## src/rtl/uart_rx_fifo_if.sv

```systemverilog
// rtl/uart_rx_fifo_if.sv - receiver capture and register-side pop signals of the UART receive FIFO
interface uart_rx_fifo_if #(
    parameter int WIDTH  = 8,
    parameter int ADDR_W = 4
);
    logic              rx_done;
    logic [WIDTH-1:0]  rx_data;
    logic              rx_error;
    logic              rd_en;
    logic              ovf_clr;
    logic [WIDTH-1:0]  rd_data;
    logic              rd_err;
    logic              rd_valid;
    logic              empty;
    logic              full;
    logic [ADDR_W:0]   count;
    logic              overflow;
    logic              thresh_irq;

    modport master (
        output rx_done, rx_data, rx_error, rd_en, ovf_clr,
        input  rd_data, rd_err, rd_valid, empty, full, count, overflow, thresh_irq
    );

    modport slave (
        input  rx_done, rx_data, rx_error, rd_en, ovf_clr,
        output rd_data, rd_err, rd_valid, empty, full, count, overflow, thresh_irq
    );
endinterface

```

## src/rtl/uart_rx_fifo.sv

```systemverilog
// rtl/uart_rx_fifo.sv - circular receive FIFO tagging each byte with its framing-error flag
module uart_rx_fifo #(
    parameter int WIDTH  = 8,
    parameter int DEPTH  = 16,
    parameter int ADDR_W = 4,
    parameter int THRESH = 8
) (
    input  logic          clk,
    input  logic          arst_n,
    input  logic          rst,
    uart_rx_fifo_if.slave bus
);
    localparam int CW = ADDR_W + 1;

    logic [WIDTH:0]      mem [DEPTH];

    logic                rx_done_q,  rx_done_d;
    logic                wr_pend_q,  wr_pend_d;
    logic [WIDTH-1:0]    hold_q,     hold_d;
    logic [ADDR_W-1:0]   wptr_q,     wptr_d;
    logic [ADDR_W-1:0]   rptr_q,     rptr_d;
    logic [CW-1:0]       count_q,    count_d;
    logic [WIDTH-1:0]    rd_data_q,  rd_data_d;
    logic                rd_err_q,   rd_err_d;
    logic                rd_valid_q, rd_valid_d;
    logic                ovf_q,      ovf_d;

    logic                empty, full, pop, wr, drop;

    always_comb begin
        empty = (count_q == '0);
        full  = (count_q == CW'(DEPTH));
        pop   = bus.rd_en && !empty;
        // A pop frees a slot in the same cycle, so a full FIFO can still accept.
        wr    = wr_pend_q && (!full || pop);
        drop  = wr_pend_q && !wr;

        rx_done_d  = bus.rx_done;
        wr_pend_d  = 1'b0;
        hold_d     = hold_q;
        wptr_d     = wptr_q;
        rptr_d     = rptr_q;
        count_d    = count_q;
        rd_data_d  = rd_data_q;
        rd_err_d   = rd_err_q;
        rd_valid_d = pop;
        ovf_d      = ovf_q;

        if (bus.rx_done && !rx_done_q) begin
            hold_d    = bus.rx_data;
            wr_pend_d = 1'b1;
        end
        if (wr) begin
            wptr_d = wptr_q + 1'b1;
        end
        if (pop) begin
            rptr_d    = rptr_q + 1'b1;
            rd_data_d = mem[rptr_q][WIDTH-1:0];
            rd_err_d  = mem[rptr_q][WIDTH];
        end
        case ({wr, pop})
            2'b10:   count_d = count_q + 1'b1;
            2'b01:   count_d = count_q - 1'b1;
            default: count_d = count_q;
        endcase
        if (drop) begin
            ovf_d = 1'b1;
        end else if (bus.ovf_clr) begin
            ovf_d = 1'b0;
        end
    end

    always_ff @(posedge clk or negedge arst_n) begin
        if (!arst_n) begin
            rx_done_q  <= 1'b0;
            wr_pend_q  <= 1'b0;
            hold_q     <= '0;
            wptr_q     <= '0;
            rptr_q     <= '0;
            count_q    <= '0;
            rd_data_q  <= '0;
            rd_err_q   <= 1'b0;
            rd_valid_q <= 1'b0;
            ovf_q      <= 1'b0;
        end else if (rst) begin
            rx_done_q  <= 1'b0;
            wr_pend_q  <= 1'b0;
            hold_q     <= '0;
            wptr_q     <= '0;
            rptr_q     <= '0;
            count_q    <= '0;
            rd_data_q  <= '0;
            rd_err_q   <= 1'b0;
            rd_valid_q <= 1'b0;
            ovf_q      <= 1'b0;
        end else begin
            rx_done_q  <= rx_done_d;
            wr_pend_q  <= wr_pend_d;
            hold_q     <= hold_d;
            wptr_q     <= wptr_d;
            rptr_q     <= rptr_d;
            count_q    <= count_d;
            rd_data_q  <= rd_data_d;
            rd_err_q   <= rd_err_d;
            rd_valid_q <= rd_valid_d;
            ovf_q      <= ovf_d;
        end
    end

    // The error flag arrives one cycle after the byte, i.e. in the write cycle.
    always_ff @(posedge clk) begin
        if (wr && !rst) begin
            mem[wptr_q] <= {bus.rx_error, hold_q};
        end
    end

    assign bus.rd_data    = rd_data_q;
    assign bus.rd_err     = rd_err_q;
    assign bus.rd_valid   = rd_valid_q;
    assign bus.empty      = empty;
    assign bus.full       = full;
    assign bus.count      = count_q;
    assign bus.overflow   = ovf_q;
    assign bus.thresh_irq = (count_q >= CW'(THRESH));
endmodule
```

## src/flat_wrapper.sv

```systemverilog
// flat-port wrapper written by rule: the top's interface ports become plain ports
module uart_rx_fifo_flat 
#(
    parameter int WIDTH  = 8,
    parameter int DEPTH  = 16,
    parameter int ADDR_W = 4,
    parameter int THRESH = 8
)
  (clk, arst_n, rst, bus_rx_done, bus_rx_data, bus_rx_error, bus_rd_en, bus_ovf_clr, bus_rd_data, bus_rd_err, bus_rd_valid, bus_empty, bus_full, bus_count, bus_overflow, bus_thresh_irq);
  uart_rx_fifo_if #(.WIDTH(WIDTH), .ADDR_W(ADDR_W)) bus_i ();
  input  logic clk;
  input  logic arst_n;
  input  logic rst;
  input wire logic [$bits(bus_i.rx_done)-1:0] bus_rx_done;
  input wire logic [$bits(bus_i.rx_data)-1:0] bus_rx_data;
  input wire logic [$bits(bus_i.rx_error)-1:0] bus_rx_error;
  input wire logic [$bits(bus_i.rd_en)-1:0] bus_rd_en;
  input wire logic [$bits(bus_i.ovf_clr)-1:0] bus_ovf_clr;
  output wire logic [$bits(bus_i.rd_data)-1:0] bus_rd_data;
  output wire logic [$bits(bus_i.rd_err)-1:0] bus_rd_err;
  output wire logic [$bits(bus_i.rd_valid)-1:0] bus_rd_valid;
  output wire logic [$bits(bus_i.empty)-1:0] bus_empty;
  output wire logic [$bits(bus_i.full)-1:0] bus_full;
  output wire logic [$bits(bus_i.count)-1:0] bus_count;
  output wire logic [$bits(bus_i.overflow)-1:0] bus_overflow;
  output wire logic [$bits(bus_i.thresh_irq)-1:0] bus_thresh_irq;
  assign bus_i.rx_done = bus_rx_done;
  assign bus_i.rx_data = bus_rx_data;
  assign bus_i.rx_error = bus_rx_error;
  assign bus_i.rd_en = bus_rd_en;
  assign bus_i.ovf_clr = bus_ovf_clr;
  assign bus_rd_data = bus_i.rd_data;
  assign bus_rd_err = bus_i.rd_err;
  assign bus_rd_valid = bus_i.rd_valid;
  assign bus_empty = bus_i.empty;
  assign bus_full = bus_i.full;
  assign bus_count = bus_i.count;
  assign bus_overflow = bus_i.overflow;
  assign bus_thresh_irq = bus_i.thresh_irq;
  uart_rx_fifo #(.WIDTH(WIDTH), .DEPTH(DEPTH), .ADDR_W(ADDR_W), .THRESH(THRESH)) u_core (.clk(clk), .arst_n(arst_n), .rst(rst), .bus(bus_i));
endmodule
```

## config.mk

```make
export PLATFORM = sky130hd
export DESIGN_NAME = uart_rx_fifo_flat
export DESIGN_NICKNAME = d
export VERILOG_FILES = /design/src/rtl/uart_rx_fifo_if.sv /design/src/rtl/uart_rx_fifo.sv /design/src/flat_wrapper.sv
export SDC_FILE = /design/constraint.sdc
export NUM_CORES = 1
export LEC_CHECK = 0
export CAP_MARGIN = 10
export CORE_MARGIN = 2
export CORE_UTILIZATION = 55
export CTS_BUF_LIST = sky130_fd_sc_hd__clkbuf_8
export DETAILED_ROUTE_END_ITERATION = 7
export GPL_TIMING_DRIVEN = 0
export PLACE_DENSITY_LB_ADDON = 0.2
export SLEW_MARGIN = 20
export SYNTH_ARGS = -nofsm -noshare
export SYNTH_HDL_FRONTEND = slang
export SYNTH_SLANG_ARGS = --single-unit
```

## constraint.sdc

```tcl
create_clock -name clk -period 3.6 [get_ports clk]
set_clock_uncertainty 0.2 [all_clocks]
set_input_delay 0.54 -clock clk [delete_from_list [all_inputs] [get_ports clk]]
set_output_delay 0.54 -clock clk [all_outputs]
set_load 0.1 [all_outputs]
```

==> results.md, run 1 <==
- **die height** 119 um
- **Detailed Routing Iterations Pass 1** 4
- **sequential standard cell area** 5170 um2
- **area added between synthesis and finish** 12.7%
- **Net Sw Frac** 32.9%
- **worst-margin pin slew** 0.974 ns
- **leakage** 2.80 nW
- **1st-iter DRT viols** 236
- **f_max** 304 MHz
- **area fraction in compound gates after synthesis** 2.97%
- **clock period minus final worst setup slack** 3.29 ns
- **# port buffers** 32
- **floorplan die width** 119 um
- **detailed-route via count** 3742
- **via density per instance** 5.81
- **fin crit share** 91.3%
- **Antenna diodes** 0
- **share of synthesized cell area in full adder, half adder and majority cells** 1.65%
- **sort of element at the end of the critical path** output port
- **initial core utilization** 55.6%
- **buffer cell driving the clock tree root** clkbuf_8
- **met1 Usage GRT** 31.0%
- **initial antenna violation count** 0
- **xor/xnor cell area share of the yosys netlist** 1.08%
- **total wire length** 14300 um
- **RSZ-0062 raised after global routing** no
- **area of the multi-input gates** 1970 um2
- **largest voltage drop on the vdd net** 0.673 mV
- **count of flip-flops with a built-in enable after synthesis** 144
- **combinational share of power** 23.4%
- **relative contribution of the clock network to total power** 26.3%
- **CTS tree** yes
- **count of final hold-check violations** 0
- **mean instance size in the synthesized netlist** 18.1 um2
- **worst slew margin relative to its limit** 34.9%
- **setup_tns** 0 ns
- **final setup violating endpoints** 0
- **overall track demand over capacity in global routing** 22.1%
- **portion of total power attributed to sequential cells** 50.2%
- **fraction of the core area covered by cells at the end of the flow** 62.7%
- **clock transition at the register clock pins on the worst setup and hold paths after CTS** 0.08 ns
- **total standard cell area after synthesis** 7280 um2
- **Critical-path top delay cell** dlygate4sd2_1
- **post-detailed-placement half-perimeter wirelength** 9280 um
- **number of remaining DRC errors** 0
- **count of max-cap constraint violations** 0
- **number of cells produced by synthesis** 402
- **IO Pins** 34
- **Setup crit start kind** flip-flop
- **kind of path behind the tightest hold check** input port to asynchronous set/reset pin
- **dominant combinational cell family by area after synthesis** multiplexers
- **type of the worst setup path** flip-flop to output port
- **number of different library cells in the post-synthesis netlist** 42
- **multiplexer share of the synthesized area** 15.2%
- **async set or reset register ratio after synthesis** 19.1%
- **Net Switching** 1.56 mW
- **portion of the post-synthesis area used by sequential elements** 71.1%
- **largest net degree at the start of global routing** 32
- **placeable core region** 13100 um2
- **met2 Track Usage GR** 33.8%
- **number of warnings reported in the yosys synthesis log** 0
- **later-pin clock latency in the skew report** 0.46 ns
- **primary flip-flop cell chosen by synthesis mapping** edfxtp_1
- **total die area** 14200 um2
- **grt ovf** 0
- **Post-Synth Simple-Gate Area** 6.10%
- **highest-count cells in the layout ignoring fill and taps** 144 x edfxtp_1, 41 x nor2_1, 36 x mux4_2, 34 x dfrtp_1, 29 x clkdlybuf4s50_1
- **met3 Track Usage GR** 5.12%
- **global-route wire length before repair** 22300 um
- **most congested layer reported by global routing** met2
- **Critical Path RT** 2.86 ns
- **biggest cell delay along the critical path** 0.86 ns
- **num rows** 42
- **flops & latches, synth** 178
- **H-tree depth reported by CTS** 4
- **run status** finished clean
- **Max Transition Viols Final** 0
- **data arrival time of the critical path** 2.55 ns
- **layout cells sized above 1** 19.2%
- **CTS buffer count** 17
- **number of fillers in the final layout** 938
- **Power Dens Cells** 577 nW/um2
- **antenna-violating nets left** 0
- **largest driver fanout on the critical path** 8
- **Final nets** 479
- **Routed WL per cell** 22.1 um
- **TritonCTS sink count** 178
- **net count after synthesis** 426
- **ordered list of cells on the worst path** or4_4 -> buf_6 -> nor2_1 -> dlygate4sd2_1
- **deepest clock path buffer count** 2
- **internal cell power** 3.18 mW
- **number of global-route vias before repair** 3914
- **commonest non-fill, non-tap cell in the layout** edfxtp_1
- **placer's final routability congestion estimate** 0.832
==> final cells by class <==
type / instances / share of cell area [%]
well taps: 176 / 2.68
clock buffers: 18 / 3.02
plain buffers: 23 / 1.40
multi-input cells: 195 / 24.0
flip-flops and latches: 178 / 63.1
clock inverters: 14 / 1.40
inverters: 6 / 0.274
repair buffers: 34 / 4.18
==> path summary, 6_finish.rpt <==
check	depth (start not counted)	end	start	slack [ns]
setup / recovery	4	bus_full	u_core.bus.count[1]	0.31
hold / removal	2	u_core.hold_q[4]	arst_n	0.21
setup reg to reg	10	u_core.bus.count[4]	u_core.bus.count[4]	0.58
hold reg to reg	1	u_core.wr_pend_q	u_core.rx_done_q	0.23
max in group asynchronous	3	u_core.bus.rd_err	arst_n	2.59
min in group clk	1	u_core.wr_pend_q	u_core.rx_done_q	0.23
==> through the flow <==
stage          hold slack [ns]  cell area, um2  total power, mW  cells  setup slack [ns]
3_5_place_dp             0.161            7840             3.54    611             0.241
4_1_cts                  0.183            8210             4.76    644             0.264
3_3_place_gp             0.202            7820             3.52    610             0.322
6_report                 0.214            8210             4.74    644             0.315
5_1_grt                  0.189            8210             4.91    644             0.200
2_1_floorplan           0.0444            7280             3.26    402            0.0243
==> layer usage <==
| layer | share of wire (%) | routed length (um) |
|---|---|---|
| met5 | 0 | 0 |
| met4 | 2.4 | 342 |
| met3 | 5.7 | 808 |
| met2 | 48 | 6850 |
| met1 | 44 | 6260 |
==> logic make-up after synthesis <==
logic type	Yosys count
adders and majority gates	9
AOI/OAI and AO/OA	26
buffers and inverters	29
xor gates and xnor gates	9
and+or+nand+nor	86
DFF	178
muxes	65
==> critical path: cells and delay by family (launching register included) <==
kind | cells | cell delay [ns]
flops | 1 | 0.44
simple gates | 2 | 0.63
buf+inv | 2 | 1.02
==> registers in the layout, indices dropped and copies added (netlist names) <==
register             count
u_core.bus.rd_valid      1
u_core.rptr_q            4
u_core.mem             144
u_core.hold_q            8
u_core.bus.rd_err        1
u_core.wr_pend_q         1
u_core.wptr_q            4
u_core.bus.count         5
u_core.bus.overflow      1
u_core.rx_done_q         1
u_core.bus.rd_data       8
==> power groups by stage <==
stage / sequential (mW) / clock [mW] / combinational (mW)
after floorplan: 2.75 / 0 / 0.507
after global placement: 2.42 / 0 / 1.10
after detailed placement: 2.43 / 0 / 1.11
after CTS: 2.38 / 1.27 / 1.11
after global routing: 2.39 / 1.34 / 1.17
final: 2.38 / 1.25 / 1.11
==> what timing repair did <==
action,4_1_cts,5_1_grt
hold endpoints to repair,34,0
hold buffers,1,0
setup endpoints to repair,2,0
resized for setup,2,0
setup buffers,0,0
==> cells in the mapped netlist (3+ instances only) <==
cell type,number,area (um2)
buf_4,3,22.5
nor2b_1,4,25.0
mux4_2,36,811
xor2_1,7,61.3
nand3b_1,12,90.1
buf_2,8,40.0
inv_1,6,22.5
clkbuf_1,7,26.3
nand2_1,11,41.3
ha_1,8,100
buf_1,4,15.0
a21oi_1,7,35.0
nand2b_1,5,31.3
edfxtp_1,144,4320
mux2i_1,26,260
o221ai_1,9,78.8
dfrtp_1,34,851
nor2_1,41,154
Power figures use the tool's default switching activity.
==> run 2, diff against run 1 <==
Settings changed: RECOVER_POWER set to 50.
==> results.md, run 2 (synthesis results as in run 1) <==
- **CTS tree** yes
- **data arrival time of the critical path** 2.55 ns, about the same
- **1st-iter DRT viols** 243, +3.0%
- **worst slew margin relative to its limit** -19.4%, -54 points
- **number of flip-flops under the largest register name** 144, unchanged
- **length in cells of the worst reg-to-reg path** 10, unchanged
- **detailed-route via count** 3741, -0.027%
- **leakage** 2.79 nW, -0.40%
- **Critical Path RT** 2.86 ns, about the same
- **deepest clock path buffer count** 2, unchanged
- **initial core utilization** 55.6%, unchanged
- **fraction of the core area covered by cells at the end of the flow** 62.5%, -0.19 points
- **Max Transition Viols Final** 32, +32
- **Most flops, register** u_core.mem
- **CTS buffer count** 17, unchanged
- **setup_tns** 0 ns, unchanged
- **global-route wire length before repair** 22300 um, unchanged
- **Critical-path top delay cell** dlygate4sd2_1
- **relative contribution of the clock network to total power** 26.3%, about the same
- **sort of element at the end of the critical path** output port
- **total wire length** 14200 um, -0.21%
- **internal cell power** 3.18 mW, -0.12%
- **commonest non-fill, non-tap cell in the layout** edfxtp_1
- **via density per instance** 5.81, about the same
- **IO Pins** 34, unchanged
- **die height** 119 um, unchanged
- **floorplan die width** 119 um, unchanged
- **post-CTS setup buffers** 0, unchanged
- **TritonCTS sink count** 178, unchanged
- **later-pin clock latency in the skew report** 0.46 ns, about the same
- **Net Sw Frac** 32.8%, -0.055 points
- **run status** finished with violations
- **Antenna diodes** 0, unchanged
- **# port buffers** 32, unchanged
- **worst-margin pin slew** 1.79 ns, +0.818 ns
- **Final nets** 479, unchanged
- **largest driver fanout on the critical path** 8, unchanged
- **Final Worst Setup Slack** 0.314 ns, -0.000698 ns
- **f_max** 304 MHz, about the same
- **overall track demand over capacity in global routing** 22.1%, unchanged
- **Detailed Routing Iterations Pass 1** 4, unchanged
- **placeable core region** 13100 um2, unchanged
- **Power Dens Cells** 578 nW/um2, +0.11%
- **RSZ-0062 raised after global routing** no
- **count of max-cap constraint violations** 1, +1
- **count of final hold-check violations** 0, unchanged
- **grt ovf** 0, unchanged
- **biggest cell delay along the critical path** 0.86 ns, about the same
- **clock transition at the register clock pins on the worst setup and hold paths after CTS** 0.08 ns, about the same
- **ordered list of cells on the worst path** or4_4 -> buf_6 -> nor2_1 -> dlygate4sd2_1
- **buffer cell driving the clock tree root** clkbuf_8
- **Post-Route Hold Slack** 0.226 ns, +0.0120 ns
- **Net Switching** 1.55 mW, -0.37%
- **combinational share of power** 23.4%, about the same
- **portion of total power attributed to sequential cells** 50.3%, about the same
- **antenna-violating nets left** 0, unchanged
- **post-detailed-placement half-perimeter wirelength** 9280 um, unchanged
- **area added between synthesis and finish** 12.4%
- **type of the worst setup path** flip-flop to output port
- **largest net degree at the start of global routing** 32, unchanged
- **number of remaining DRC errors** 0, unchanged
- **largest voltage drop on the vdd net** 0.702 mV, +4.4%
- **clock period minus final worst setup slack** 3.29 ns, +0.000698 ns
- **Place WS** 0.241 ns, unchanged
- **final setup violating endpoints** 0, unchanged
- **failing checks** max-capacitance violations, max-slew violations
- **num rows** 42, unchanged
- **layout cells sized above 1** 18.6%, -0.64 points
- **H-tree depth reported by CTS** 4, unchanged
- **fin crit share** 91.3%, about the same
- **kind of path behind the tightest hold check** input port to asynchronous set/reset pin
- **number of global-route vias before repair** 3914, unchanged
- **post-layout total power** 4.73 mW, -0.20%
- **highest-count cells in the layout ignoring fill and taps** 144 x edfxtp_1, 42 x nor2_1, 36 x mux4_2, 34 x dfrtp_1, 27 x clkdlybuf4s50_1
- **Routed WL per cell** 22.1 um, -0.21%
- **placer's final routability congestion estimate** 0.832, unchanged
- **total die area** 14200 um2, unchanged
- **Setup crit start kind** flip-flop
- **initial antenna violation count** 0, unchanged
==> run 2: cell types whose count changed in the layout (fill, tap and decap cells not counted) <==
cell and delta:
buf_2 -1, buf_1 -2, clkdlybuf4s50_1 -2, dlygate4sd3_1 +2, clkbuf_1 +4, nor2_4 -1
buf_12 -1, nor2_1 +1
==> run 2: metal layers <==
layer	up-vias	wire [um]	global-route usage (%)	part of all wire (%)
met5	-	0	0	0
met3	17	660	5.12	4.6
met2	120	6890	33.8	48
met1	1935	6370	31.0	45
met4	0	298	9.52	2.1
li1	1669	-	-	-
==> run 2: area by class of cell <==
| cell class | instances | area [um2] |
|---|---|---|
| Tap cell | 176 | 220 |
| Buffer | 23 | 115 |
| Multi-Input combinational cell | 195 | 1960 |
| Fill cell | 943 | 4900 |
| Sequential cell | 178 | 5170 |
| Timing Repair Buffer | 34 | 325 |
| Clock buffer | 18 | 248 |
| Inverter | 6 | 22.5 |
| Clock inverter | 14 | 115 |
==> run 2: per-stage QoR <==
stage	cell area [um2]	cells
3_5_place_dp	7840	611
4_1_cts	8210	644
2_1_floorplan	7280	402
6_report	8180	644
5_1_grt	8180	644
3_3_place_gp	7820	610
==> run 2: what timing repair did <==
item | 4_1_cts | 5_1_grt
gates resized for setup | 2 | 0
setup endpoints to repair | 2 | 0
hold buffers | 1 | 0
hold endpoints to repair | 34 | 0
==> run 2: worst max-delay path, delay by kind of cell (launching register included) <==
kind | cells | cell delay [ns]
flops | 1 | 0.44
simple gates | 2 | 0.63
buf+inv | 2 | 1.02
==> run 2: worst paths after layout <==
path,from,end,slack (ns)
setup / recovery,u_core.bus.count[1],bus_full,0.31
hold / removal,arst_n,u_core.hold_q[4],0.23
setup reg to reg,u_core.bus.count[4],u_core.bus.count[4],0.58
hold reg to reg,u_core.rx_done_q,u_core.wr_pend_q,0.23
max in group asynchronous,arst_n,u_core.bus.rd_err,1.04
min in group clk,u_core.rx_done_q,u_core.wr_pend_q,0.23
==> run 2: power by group through the flow <==
| stage | registers (mW) | logic [mW] | clock network [mW] |
|---|---|---|---|
| after CTS | 2.38 | 1.11 | 1.27 |
| after floorplan | 2.75 | 0.507 | 0 |
| after detailed placement | 2.43 | 1.11 | 0 |
| after global placement | 2.42 | 1.10 | 0 |
| after global routing | 2.39 | 1.16 | 1.34 |
| final | 2.38 | 1.10 | 1.25 |
==> edit, RTL diff (settings of run 2) <==
`DEPTH` is set to 16 in 2 places; all go to 32.
--- a/src/rtl/uart_rx_fifo.sv
+++ b/src/rtl/uart_rx_fifo.sv
@@ -2,5 +2,5 @@
 module uart_rx_fifo #(
     parameter int WIDTH  = 8,
-    parameter int DEPTH  = 16,
+    parameter int DEPTH  = 32,
     parameter int ADDR_W = 4,
     parameter int THRESH = 8
--- a/src/flat_wrapper.sv
+++ b/src/flat_wrapper.sv
@@ -3,5 +3,5 @@
 #(
     parameter int WIDTH  = 8,
-    parameter int DEPTH  = 16,
+    parameter int DEPTH  = 32,
     parameter int ADDR_W = 4,
     parameter int THRESH = 8
Behaviour: not the same (Yosys sat finds a counterexample within 4 cycles, from zero or initial values and one cycle with arst_n low).
==> edit against run 2 <==
The run still ends with max-capacitance violations, max-slew violations left; wire length down 1.0%; core utilization rose by 2.1 points; worst setup slack worse by 220 ps; area after synthesis fell by 1.0%; power is 16% higher; cell count fell by 2.2%; design area increased by 0.47%; sequential cell count is the same; critical endpoint unchanged.
==> edit: results (changes against run 2) <==
| Metric | Value |
|---|---|
| Via density | 5.829 (was 5.809) |
| Main area contributors after synthesis | edfxtp_1, dfrtp_1, mux4_2 (unchanged) |
| Max cap viols | 1 (unchanged) |
| Drt total wl | 14,080 um (was 14,230 um) |
| Synth cell types | 40 (was 42) |
| Sequential-to-total area share from yosys stat | 0.7179 (was 0.7108) |
| Layout cells sized above 1 | 0.1769 (was 0.1859) |
| First-pass GRT wire length | 21,960 um (was 22,310 um) |
| Routed vias | 3,672 (was 3,741) |
| Status | finished with violations (unchanged) |
| GRT Overall Usage | 0.2183 (was 0.2210) |
| Top cells by count, synth | edfxtp_1, mux4_2, dfrtp_1 (was edfxtp_1, nor2_1, mux4_2) |
| Syn Nets | 414 (was 426) |
| Nets | 468 (was 479) |
| Worst vdd ir | 0.0009632 V (was 0.0007023 V) |
| Detailed Place HPWL | 9219 um (was 9277 um) |
| Final Max Slew Viols | 32 (unchanged) |
| Grt met2 use | 0.3475 (was 0.3376) |
| Syn Inst Count | 392 (was 402) |
| First DRT Iteration DRCs | 215 (was 243) |
| CP Max Fanout | 7 (was 8) |
| GR Util met1 | 0.2990 (was 0.3097) |
| Failing checks | max-capacitance violations, max-slew violations (unchanged) |
| Port Buffer Count | 33 (was 32) |
| Worst r2r src | u_core.bus.count[0]$_DFFE_PN0P_ (was u_core.bus.count[4]$_DFFE_PN0P_) |
| Fillcell total | 961 (was 943) |
## edit: changes by cell type after synthesis, moves of 3 or more
| cell | delta |
|---|---|
| nor2_1 | -21 |
| and2_1 | +16 |
| nand2_1 | -7 |
| o21ai_0 | +6 |
| xor2_1 | -6 |
| nor4_1 | +4 |
| or3_1 | +4 |
| nand3b_1 | -3 |
## edit: report_power, final
group	switching [uW]	internal, uW
Clock	666	878
Sequential	105	2320
Combinational	1110	393
## edit: worst register-to-register path: stages, from the launching register on
cell	delay, ps
dfrtp_1	480
or4_1	510
buf_2	190
nor2_4	160
nor2_1	60
ha_1	320
o31a_1	120
o32a_1	290
or3_1	300
a21oi_1	140
## edit: through the flow
step                area, um2  setup WS, ps  total power (uW)
CTS                      8238         68.64              5505
global route             8220        0.7612              5665
floorplan                7216         6.226              3609
global placement         7761         310.1              3960
finish                   8220         95.49              5467
detailed placement       7776         309.3              3992
## edit: final timing paths
kind,end,slack (ps),depth (start not counted)
min,u_core.hold_q[4]$_DFFE_PN0P_,220,2
min in group clk,u_core.wr_pend_q$_DFF_PN0_,230,1
min reg2reg,u_core.wr_pend_q$_DFF_PN0_,230,1
max,bus_full,100,5
max in group asynchronous,u_core.bus.rd_data[4]$_DFFE_PN0P_,1100,3
max reg2reg,u_core.bus.count[4]$_DFFE_PN0P_,750,9
## edit: kinds of logic after synthesis
group / count (synthesis) / synth area share
AO/OA/AOI/OAI: 33 / 0.03316
XOR/XNOR: 5 / 0.006075
adder cells (fa/ha/maj): 7 / 0.01215
buffers and inverters: 28 / 0.01840
flip-flops: 178 / 0.7179
multiplexers: 64 / 0.1514
AND/OR/NAND/NOR: 77 / 0.06093
## edit: cell type report
| cell class | instances | share of cell area |
|---|---|---|
| tap | 172 | 0.02618 |
| inverter | 6 | 0.002740 |
| clock inverter | 14 | 0.02679 |
| multi-input combinational | 186 | 0.2321 |
| clock buffer | 17 | 0.02846 |
| timing repair buffer | 35 | 0.04079 |
| sequential | 178 | 0.6295 |
| buffer | 22 | 0.01339 |
## edit: what timing repair did
action | in CTS | in global routing
endpoints found under the setup margin | 2 | 0
setup buffers | 0 | 0
hold endpoints to repair | 34 | 0
resized for setup | 2 | 0
hold buffers | 1 | 0
## edit: metal layers
layer | share of wire | vias to the layer above
met5 | 0 | -
met4 | 0.022 | 0
met3 | 0.041 | 23
met2 | 0.48 | 104
met1 | 0.45 | 1891
li1 | - | 1654
